**src/rtl/fifo_word_packer.sv**
```systemverilog
// fifo_word_packer: drains a show-ahead FIFO and packs RATIO words per output beat,
// with flush emitting a partial word plus lane mask, and a transfer counter.
module fifo_word_packer #(
  parameter int DWIDTH = 16,
  parameter int RATIO  = 2,
  parameter int CWIDTH = 16
) (
  input  logic                     clk_i,
  input  logic                     srst_i,
  input  logic [DWIDTH-1:0]        fifo_q_i,
  input  logic                     fifo_empty_i,
  output logic                     fifo_rdreq_o,
  input  logic                     flush_i,
  output logic [DWIDTH*RATIO-1:0]  data_o,
  output logic [RATIO-1:0]         keep_o,
  output logic                     valid_o,
  input  logic                     ready_i,
  output logic [CWIDTH-1:0]        word_cnt_o
);
  localparam int CW = $clog2(RATIO);
  localparam logic [CW-1:0] LAST = CW'(RATIO - 1);
  typedef enum logic {FILL, FLUSH} state_t;
  state_t                    state_q, state_d;
  logic [CW-1:0]             cnt_q, cnt_d;
  logic [DWIDTH*RATIO-1:0]   asm_q, asm_d, data_q, data_d;
  logic [RATIO-1:0]          akeep_q, akeep_d, keep_q, keep_d;
  logic                      valid_q, valid_d;
  logic [CWIDTH-1:0]         wcnt_q, wcnt_d;
  logic                      out_free, xfer, rd, load_full, load_flush, load;
  assign out_free = !valid_q || ready_i;
  assign xfer     = valid_q && ready_i;
  assign load     = load_full || load_flush;
  always_ff @(posedge clk_i or posedge srst_i) begin
    if (srst_i) state_q <= FILL;
    else        state_q <= state_d;
  end
  always_comb begin
    state_d = state_q == FILL ? ((flush_i && cnt_q != '0) ? FLUSH : FILL)
                              : (out_free ? FILL : FLUSH);
  end
  // The final lane is written straight into the output register, so the pop
  // of the last word waits only on output space, never on the assembly register.
  always_comb begin
    rd         = !srst_i && state_q == FILL && !fifo_empty_i &&
                 !(flush_i && cnt_q != '0) && (cnt_q != LAST || out_free);
    load_full  = rd && cnt_q == LAST;
    load_flush = state_q == FLUSH && out_free;
  end
  always_comb begin
    asm_d   = asm_q;
    akeep_d = akeep_q;
    for (int n = 0; n < RATIO - 1; n++) begin
      if (rd && cnt_q == CW'(n)) begin
        asm_d[n*DWIDTH +: DWIDTH] = fifo_q_i;
        akeep_d[n]                = 1'b1;
      end
    end
    if (load) begin
      asm_d   = '0;
      akeep_d = '0;
    end
  end
  always_comb begin
    cnt_d   = load ? '0 : rd ? cnt_q + CW'(1) : cnt_q;
    data_d  = load_full ? {fifo_q_i, asm_q[DWIDTH*(RATIO-1)-1:0]} : load_flush ? asm_q : data_q;
    keep_d  = load_full ? '1 : load_flush ? akeep_q : keep_q;
    valid_d = load || (valid_q && !ready_i);
    wcnt_d  = wcnt_q + CWIDTH'(xfer);
  end
  always_ff @(posedge clk_i or posedge srst_i) begin
    if (srst_i) begin
      cnt_q   <= '0;
      asm_q   <= '0;
      akeep_q <= '0;
      data_q  <= '0;
      keep_q  <= '0;
      valid_q <= 1'b0;
      wcnt_q  <= '0;
    end else begin
      cnt_q   <= cnt_d;
      asm_q   <= asm_d;
      akeep_q <= akeep_d;
      data_q  <= data_d;
      keep_q  <= keep_d;
      valid_q <= valid_d;
      wcnt_q  <= wcnt_d;
    end
  end
  assign fifo_rdreq_o = rd;
  assign data_o       = data_q;
  assign keep_o       = keep_q;
  assign valid_o      = valid_q;
  assign word_cnt_o   = wcnt_q;
endmodule
```
**config.mk**
```make
export PLATFORM = sky130hd
export DESIGN_NAME = fifo_word_packer
export DESIGN_NICKNAME = d
export VERILOG_FILES = /design/src/rtl/fifo_word_packer.sv
export SDC_FILE = /design/constraint.sdc
export NUM_CORES = 1
export LEC_CHECK = 0
export CELL_PAD_IN_SITES_DETAIL_PLACEMENT = 2
export CELL_PAD_IN_SITES_GLOBAL_PLACEMENT = 2
export CORE_UTILIZATION = 34
export CTS_CLUSTER_DIAMETER = 40
export DETAILED_ROUTE_END_ITERATION = 10
export GPL_ROUTABILITY_DRIVEN = 0
export PLACE_DENSITY_LB_ADDON = 0.1
export SKIP_CTS_REPAIR_TIMING = 1
export SLEW_MARGIN = 20
export SYNTH_ARGS = -nofsm -noshare
export SYNTH_HDL_FRONTEND = slang
export SYNTH_SLANG_ARGS = --single-unit
```
**constraint.sdc**
```tcl
create_clock -name clk_i -period 3.7 [get_ports clk_i]
set_input_delay 1.11 -clock clk_i [delete_from_list [all_inputs] [get_ports clk_i]]
set_output_delay 1.11 -clock clk_i [all_outputs]
set_load 0.05 [all_outputs]
```
==> metrics.md, run 1 <==
| Metric | Value |
|---|---|
| Post-synth top area share | `0.6045` |
| Min Hold Slack | `0.4691 ns` |
| First-pass GRT wire length | `12240 um` |
| Multi-input logic area | `1069 sq um` |
| Number of synthesized flops with an enable pin | `0` |
| Share of layout cells above drive strength 1 | `0.1384` |
| CTS Buf Count | `9` |
| Gr usage total | `0.1852` |
| CP Launch Type | `input port` |
| Actual slew at the worst max-slew pin | `0.6620 ns` |
| Sequential area share after synthesis | `0.6045` |
| Vias in the first global route | `2322` |
| Max Slew Vio Count | `0` |
| TritonRoute pass-1 iters | `4` |
| DRT iter0 DRCs | `89` |
| Clk_lat worst skew | `0.34 ns` |
| Routed wire length per instance | `17.69 um` |
| Hold Crit Start | `word_cnt_o[15]` |
| DRT antenna net count | `0` |
| Metal-1 WL | `3507 um` |
| CP max stage delay | `0.53 ns` |
| CTS Sinks | `70` |
| CP cell instances | `clkdlybuf4s50_1, nor3_1, and2_1, buf_12` |
| Worst setup EP type | `primary output` |
| Syn-to-layout area delta | `36.92%` |
| DRC viols | `0` |
| Critical path's slowest cell | `clkdlybuf4s50_1` |
| Worst Hold Class | `reg2reg` |
| Top cells by count, synth | `dfrtp_1 (70), nand2_1 (36), a22o_1 (17), a21oi_1 (16), mux2_4 (14)` |
| Largest cells by area after synthesis | `dfrtp_1 (60%), mux2_4 (7.3%), a22o_1 (5.1%)` |
| Synthesized instance count | `234` |
| Reg area | `1752 sq um` |
| Power Total | `3576 uW` |
| Rel. slew slack | `0.5587` |
| Worst VDD drop | `0.4265 mV` |
| Die area | `8896 sq um` |
| Max Cap Viol | `0` |
| CP Class | `in2out` |
| Core Rows | `33` |
| Bufs on Longest Clock Path | `2` |
| Leakage power | `0.001795 uW` |
| Ant. Diodes | `0` |
| Fin cells | `423` |
| Post-synthesis cell type count | `36` |
| Post-Synthesis Cell Area | `2898 sq um` |
| Syn_area_per_cell | `12.38 sq um` |
| Worst EP arrival | `2.40 ns` |
| HPWL Detailed | `5051 um` |
| Vias | `2136` |
| Count leader, synth | `dfrtp_1` |
| Root Driver | `clkbuf_8` |
| Clk slew on worst S/H paths | `0.08 ns` |
| Global route overflow | `0` |
| Initial antenna violation count | `0` |
| Highest net fanout along the worst path | `7` |
| CP delay by family, top | `buffers and inverters` |
| Crit path launch | `fifo_empty_i` |
| Synthesis Warnings | `0` |
| Fraction of registers with async set/reset | `1.000` |
| P per Cell Area | `901.2 nW/um^2` |
| Met2 routed wirelength | `3653 um` |
| Final worst slack | `0.1930 ns` |
| Worst endpoint required time | `2.59 ns` |
| Dpl cells | `407` |
| Largest net degree at the start of global routing | `43` |
| R2r startpoint | `cnt_q` |
| Final hold vios | `0` |
| Synthesis-stage register bit count | `70` |
| WL final | `7481 um` |
| Sum Neg Setup Slack | `0 ns` |
| CTS tree | `done` |
| Uppermost layer routed | `met4` |
| IO Port Bufs | `72` |
| Initial Utilization | `0.3527` |
| Top-level I/O count | `73` |
| Crit share post-route | `0.9478` |
| Dpl ws | `0.1972 ns` |
| Final min period | `3.507 ns` |
| Core footprint | `8217 sq um` |
| Post-synth top area cell | `dfrtp_1` |
| Top FF cell, synth | `dfrtp_1` |
| Die height | `94.32 um` |
| RSZ-0062 raised after global routing | `no` |
| Nets | `336` |
| Met3 WL | `244 um` |
| Vias per cell | `5.050` |
| FMAX | `285.1 MHz` |
| Outcome | `finished, final reports clean` |
| Die X-Extent | `94.32 um` |
| WP buf/inv | `2` |
| CTS HTree Levels | `3` |
| Skew final | `0.008515 ns` |
| Syn nets | `257` |
| Layout fillers | `849` |
| Final Setup Violations | `0` |
kinds of logic after synthesis:
| group | share of synthesized area |
|---|---|
| adders and majority gates | 0.008634 |
| xor gates and xnor gates | 0.04232 |
| and+or+nand+nor | 0.1235 |
| DFF | 0.6045 |
| muxes | 0.08031 |
| buffers and inverters | 0.02893 |
| AOI/OAI and AO/OA | 0.1118 |
power by group:
part           leakage [uW]  switching [uW]  internal (uW)
sequential         0.000936             219           1040
combinational      0.000759            1040            641
clock             0.0000996             287            348
total               0.00179            1540           2030
final timing paths:
check | depth (start not counted) | slack (ns) | endpoint
min in group asynchronous | 3 | 1.22 | valid_o
hold / removal | 1 | 0.47 | word_cnt_o[15]
hold reg to reg | 1 | 0.47 | word_cnt_o[15]
max in group asynchronous | 4 | 1.92 | word_cnt_o[2]
setup reg to reg | 3 | 1.74 | data_o[4]
setup / recovery | 4 | 0.19 | fifo_rdreq_o
registers in the layout, indices dropped and copies added, names as in the netlist:
signal	count
akeep_q	1
asm_q	16
data_o	32
cnt_q	1
word_cnt_o	16
state_q	1
keep_o	2
valid_o	1
layout make-up:
class                           instances  share of cell area
Clock buffer                           13             0.04005
Clock inverter                          3             0.01072
Inverter                                5            0.004730
Multi-Input combinational cell        148              0.2693
Sequential cell                        70              0.4415
Tap cell                              105             0.03311
Timing Repair Buffer                   79              0.2006
stage by stage:
step	util	instance area, sq um
floorplan	-	2898
global placement	0.4584	3766
detailed placement	0.4584	3766
CTS	0.4829	3968
global route	0.4829	3968
finish	0.4829	3968
cell usage in the layout (no fill, tap or decap), types with 2 or more instances in the layout:
cell type,synthesis,final
dfrtp_1,70,70
nand2_1,36,36
mux2_4,14,14
a211oi_1,2,2
mux2_2,2,2
and2_1,3,3
xnor2_1,9,9
nor2_1,3,3
ha_1,2,2
nand4_1,6,6
nor4_1,3,2
buf_12,0,2
clkbuf_1,4,2
a21oi_1,16,16
and4_1,4,4
clkdlybuf4s50_1,0,71
a22o_1,17,17
inv_1,5,4
and3_1,3,3
xor2_1,5,5
buf_4,1,6
o21ai_0,2,2
o31ai_1,2,2
clkbuf_8,0,11
nand3_1,7,7
per-layer routing:
metal | vias to the layer above | GRT usage
met4 | 0 | 0.06538
met2 | 47 | 0.2899
li1 | 986 | -
met1 | 1095 | 0.2530
met3 | 8 | 0.03964
met5 | - | 0
Note: power is estimated with default switching activity, not from simulation.
==> run 2, diff against run 1 <==
CTS_CLUSTER_SIZE = 14   (was not set)
==> results of run 2 <==
The final DEF is identical to that of run 1; final timing and power are the same.
==> run 3, diff against run 2 <==
ABC_AREA = 1   (was not set)
CORE_UTILIZATION = 32   (was 34)
==> metrics.md, run 3 <==
| Metric | Value |
|---|---|
| Final worst slack | `0.4373 ns (+0.2443 ns)` |
| Most common cell after layout, fill and taps aside | `nand2_1` |
| Count leader, synth | `nand2_1` |
| Initial Utilization | `0.3293 (-0.02336)` |
| FMAX | `306.5 MHz (+7.5%)` |
| Synth Area in Compound Gates | `0.01357 (-0.09826)` |
| CTS HTree Levels | `3 (unchanged)` |
| DRT antenna net count | `0 (unchanged)` |
| CP Launch Type | `input port` |
| Leakage power | `0.001980 uW (+10%)` |
| CP dominant cell by count | `inv_1` |
| Vias | `2604 (+22%)` |
| RR Endpoint | `data_o[1]` |
| Top cells by count, synth | `nand2_1 (95), nand3_1 (72), dfrtp_1 (70), nand4_1 (17), nor2_1 (16)` |
| Rel. slew slack | `0.3857 (-0.1730)` |
| Clk pwr share | `0.179 (about the same)` |
| Worst setup EP type | `primary output` |
| R2r startpoint | `cnt_q` |
| Worst endpoint required time | `2.59 ns (about the same)` |
| Layout fillers | `1021 (+20%)` |
| Sum Neg Setup Slack | `0 ns (unchanged)` |
| Worst Hold Class | `reg2reg` |
| Worst EP arrival | `2.15 ns (-0.25 ns)` |
| Top-level I/O count | `73 (unchanged)` |
| Clk slew on worst S/H paths | `0.08 ns (about the same)` |
| Fraction of registers with async set/reset | `1.000 (unchanged)` |
| Synthesized instance count | `330 (+41%)` |
| CTS Buf Count | `9 (unchanged)` |
| CP Class | `in2out` |
| Syn nets | `353 (+37%)` |
| CTS Sinks | `70 (unchanged)` |
| Die area | `9903 sq um (+11%)` |
| Post-synth top area cell | `dfrtp_1` |
| Post-Synthesis Cell Area | `3043 sq um (+5.0%)` |
| Cell count along the critical path | `6 (+2)` |
| Global route overflow | `0 (unchanged)` |
| Highest net fanout along the worst path | `2 (-5)` |
| TritonRoute pass-1 iters | `4 (unchanged)` |
| Comb pwr share | `0.474 (+0.005)` |
| Die height | `99.52 um (+5.5%)` |
| Worst VDD drop | `0.3583 mV (-16%)` |
| Max Cap Viol | `0 (unchanged)` |
| Crit path launch | `ready_i` |
| Largest family of logic cells by synthesized area | `simple AND/OR/NAND/NOR gates` |
| Net Sw Frac | `0.4622 (+0.03049)` |
| Critical path's slowest cell | `clkdlybuf4s50_1` |
| Synth Area in Simple Gates | `0.3195 (+0.1960)` |
| Dpl ws | `0.4147 ns (+0.2175 ns)` |
| Syn-to-layout area delta | `34.33%` |
| Initial antenna violation count | `0 (unchanged)` |
| Syn_area_per_cell | `9.221 sq um (-26%)` |
| Routed wire length per instance | `16.55 um (-6.4%)` |
| DRT iter0 DRCs | `115 (+29%)` |
| Flop2flop setup slack | `1.51 ns (-0.23 ns)` |
| Post-synth top area share | `0.5757 (-0.02883)` |
| CTS tree | `done` |
| Ant. Diodes | `0 (unchanged)` |
| Core footprint | `9240 sq um (+12%)` |
| Share of layout cells above drive strength 1 | `0.08578 (-0.05258)` |
| Final min period | `3.263 ns (-0.2443 ns)` |
| Vias per cell | `4.849 (-4.0%)` |
| Crit path to | `fifo_rdreq_o` |
| Root Driver | `clkbuf_8` |
| Nets | `427 (+27%)` |
| Max reg flops | `32 (unchanged)` |
| Actual slew at the worst max-slew pin | `0.9215 ns (+0.2595 ns)` |
| Number of synthesized flops with an enable pin | `0 (unchanged)` |
| Crit share post-route | `0.8818 (-0.06603)` |
| Synthesis Warnings | `0 (unchanged)` |
| Most frequent cells in the layout | `nand2_1 (95), nand3_1 (72), clkdlybuf4s50_1 (71)` |
| CP delay by family, top | `buffers and inverters` |
| Min Hold Slack | `0.4739 ns (+0.004797 ns)` |
| Core Rows | `35 (+6.1%)` |
| Final Setup Violations | `0 (unchanged)` |
| Top FF cell, synth | `dfrtp_1` |
| Multiplexer share of the synthesized area | `0 (-0.08031)` |
| Gr usage total | `0.1961 (+0.01094)` |
| RSZ-0062 raised after global routing | `no` |
| Die X-Extent | `99.52 um (+5.5%)` |
| CP cell instances | `clkdlybuf4s50_1, inv_1, nand2_2, o21ai_4, inv_1, buf_12` |
| Adder-Cell Fraction of Synth Area | `0.008224 (-0.0004119)` |
| Final hold vios | `0 (unchanged)` |
| Outcome | `finished, final reports clean` |
| CP max stage delay | `0.45 ns (-0.08 ns)` |
| P_int | `1837 uW (-9.6%)` |
| Bufs on Longest Clock Path | `2 (unchanged)` |
| Max Slew Vio Count | `0 (unchanged)` |
| Synthesis-stage register bit count | `70 (unchanged)` |
| Sequential share of power | `0.347 (-0.006)` |
| WL final | `8886 um (+19%)` |
| R2R cell count | `9 (+6)` |
| Largest cells by area after synthesis | `dfrtp_1 (58%), nand3_1 (12%), nand2_1 (12%)` |
| Sequential area share after synthesis | `0.5757 (-0.02883)` |
| Synth Area in XOR/XNOR | `0.02878 (-0.01353)` |
| Clk_lat worst skew | `0.34 ns (about the same)` |
| P per Cell Area | `835.7 nW/um^2 (-7.3%)` |
| Skew final | `0.01191 ns (+0.003393 ns)` |
| Vias in the first global route | `2857 (+23%)` |
| Post-synthesis cell type count | `24 (-33%)` |
| HPWL Detailed | `6182 um (+22%)` |
| DRC viols | `0 (unchanged)` |
| IO Port Bufs | `72 (unchanged)` |
| Power Total | `3416 uW (-4.5%)` |
| First-pass GRT wire length | `14900 um (+22%)` |
| WP buf/inv | `4 (+2)` |
| Largest net degree at the start of global routing | `71 (+65%)` |
| NetSw | `1579 uW (+2.3%)` |
run 3: worst min-delay path by stage:
stage                         start         end  slack [ns]  cells past startpoint
after floorplan            asm_q[0]   data_o[0]        0.44                      2
after global placement    asm_q[14]  data_o[14]        0.46                      2
after detailed placement   asm_q[3]   data_o[3]        0.47                      2
after CTS                  asm_q[0]   data_o[0]        0.47                      2
after global routing       asm_q[0]   data_o[0]        0.51                      2
final                      asm_q[0]   data_o[0]        0.47                      2
run 3: kinds of logic (layout without fill, tap and decap cells):
family	after synthesis	in the layout
compound gates	6	6
xor+xnor	10	10
fa+ha+maj	2	2
buf+inv	33	111
flops	70	70
simple gates	209	209
run 3: per-stage QoR:
stage,cell area (sq um),util,cells
4_1_cts,4088,0.4424,537
5_1_grt,4088,0.4424,537
3_3_place_gp,3899,0.4219,522
2_1_floorplan,3045,-,330
3_5_place_dp,3899,0.4219,522
6_report,4088,0.4424,537
run 3: worst min-delay path, delay by kind of cell, from the launching register on:
| kind | cells | cell delay, ns |
|---|---|---|
| and+or+nand+nor | 2 | 0.11 |
| DFF | 1 | 0.35 |
run 3: layer usage:
layer,track usage,wire length (um)
met1,0.2715,4275
met2,0.3050,4243
met3,0.03514,242
met4,0.07919,124
met5,0,0
run 3: power by group through the flow:
| stage | clock, uW | sequential [uW] | combinational, uW |
|---|---|---|---|
| 3_3_place_gp | 0 | 1190 | 1600 |
| 6_report | 610 | 1190 | 1620 |
| 3_5_place_dp | 0 | 1210 | 1640 |
| 2_1_floorplan | 0 | 1750 | 524 |
| 5_1_grt | 661 | 1220 | 1730 |
| 4_1_cts | 629 | 1190 | 1650 |
run 3: layout make-up:
class | instances | area [sq um] | area share
Clock inverter | 4 | 47.55 | 0.01163
Multi-Input combinational cell | 227 | 1126 | 0.2755
Sequential cell | 70 | 1752 | 0.4285
Clock buffer | 11 | 141.4 | 0.03459
Timing Repair Buffer | 81 | 798.3 | 0.1953
Inverter | 15 | 61.31 | 0.01500
Tap cell | 129 | 161.4 | 0.03949
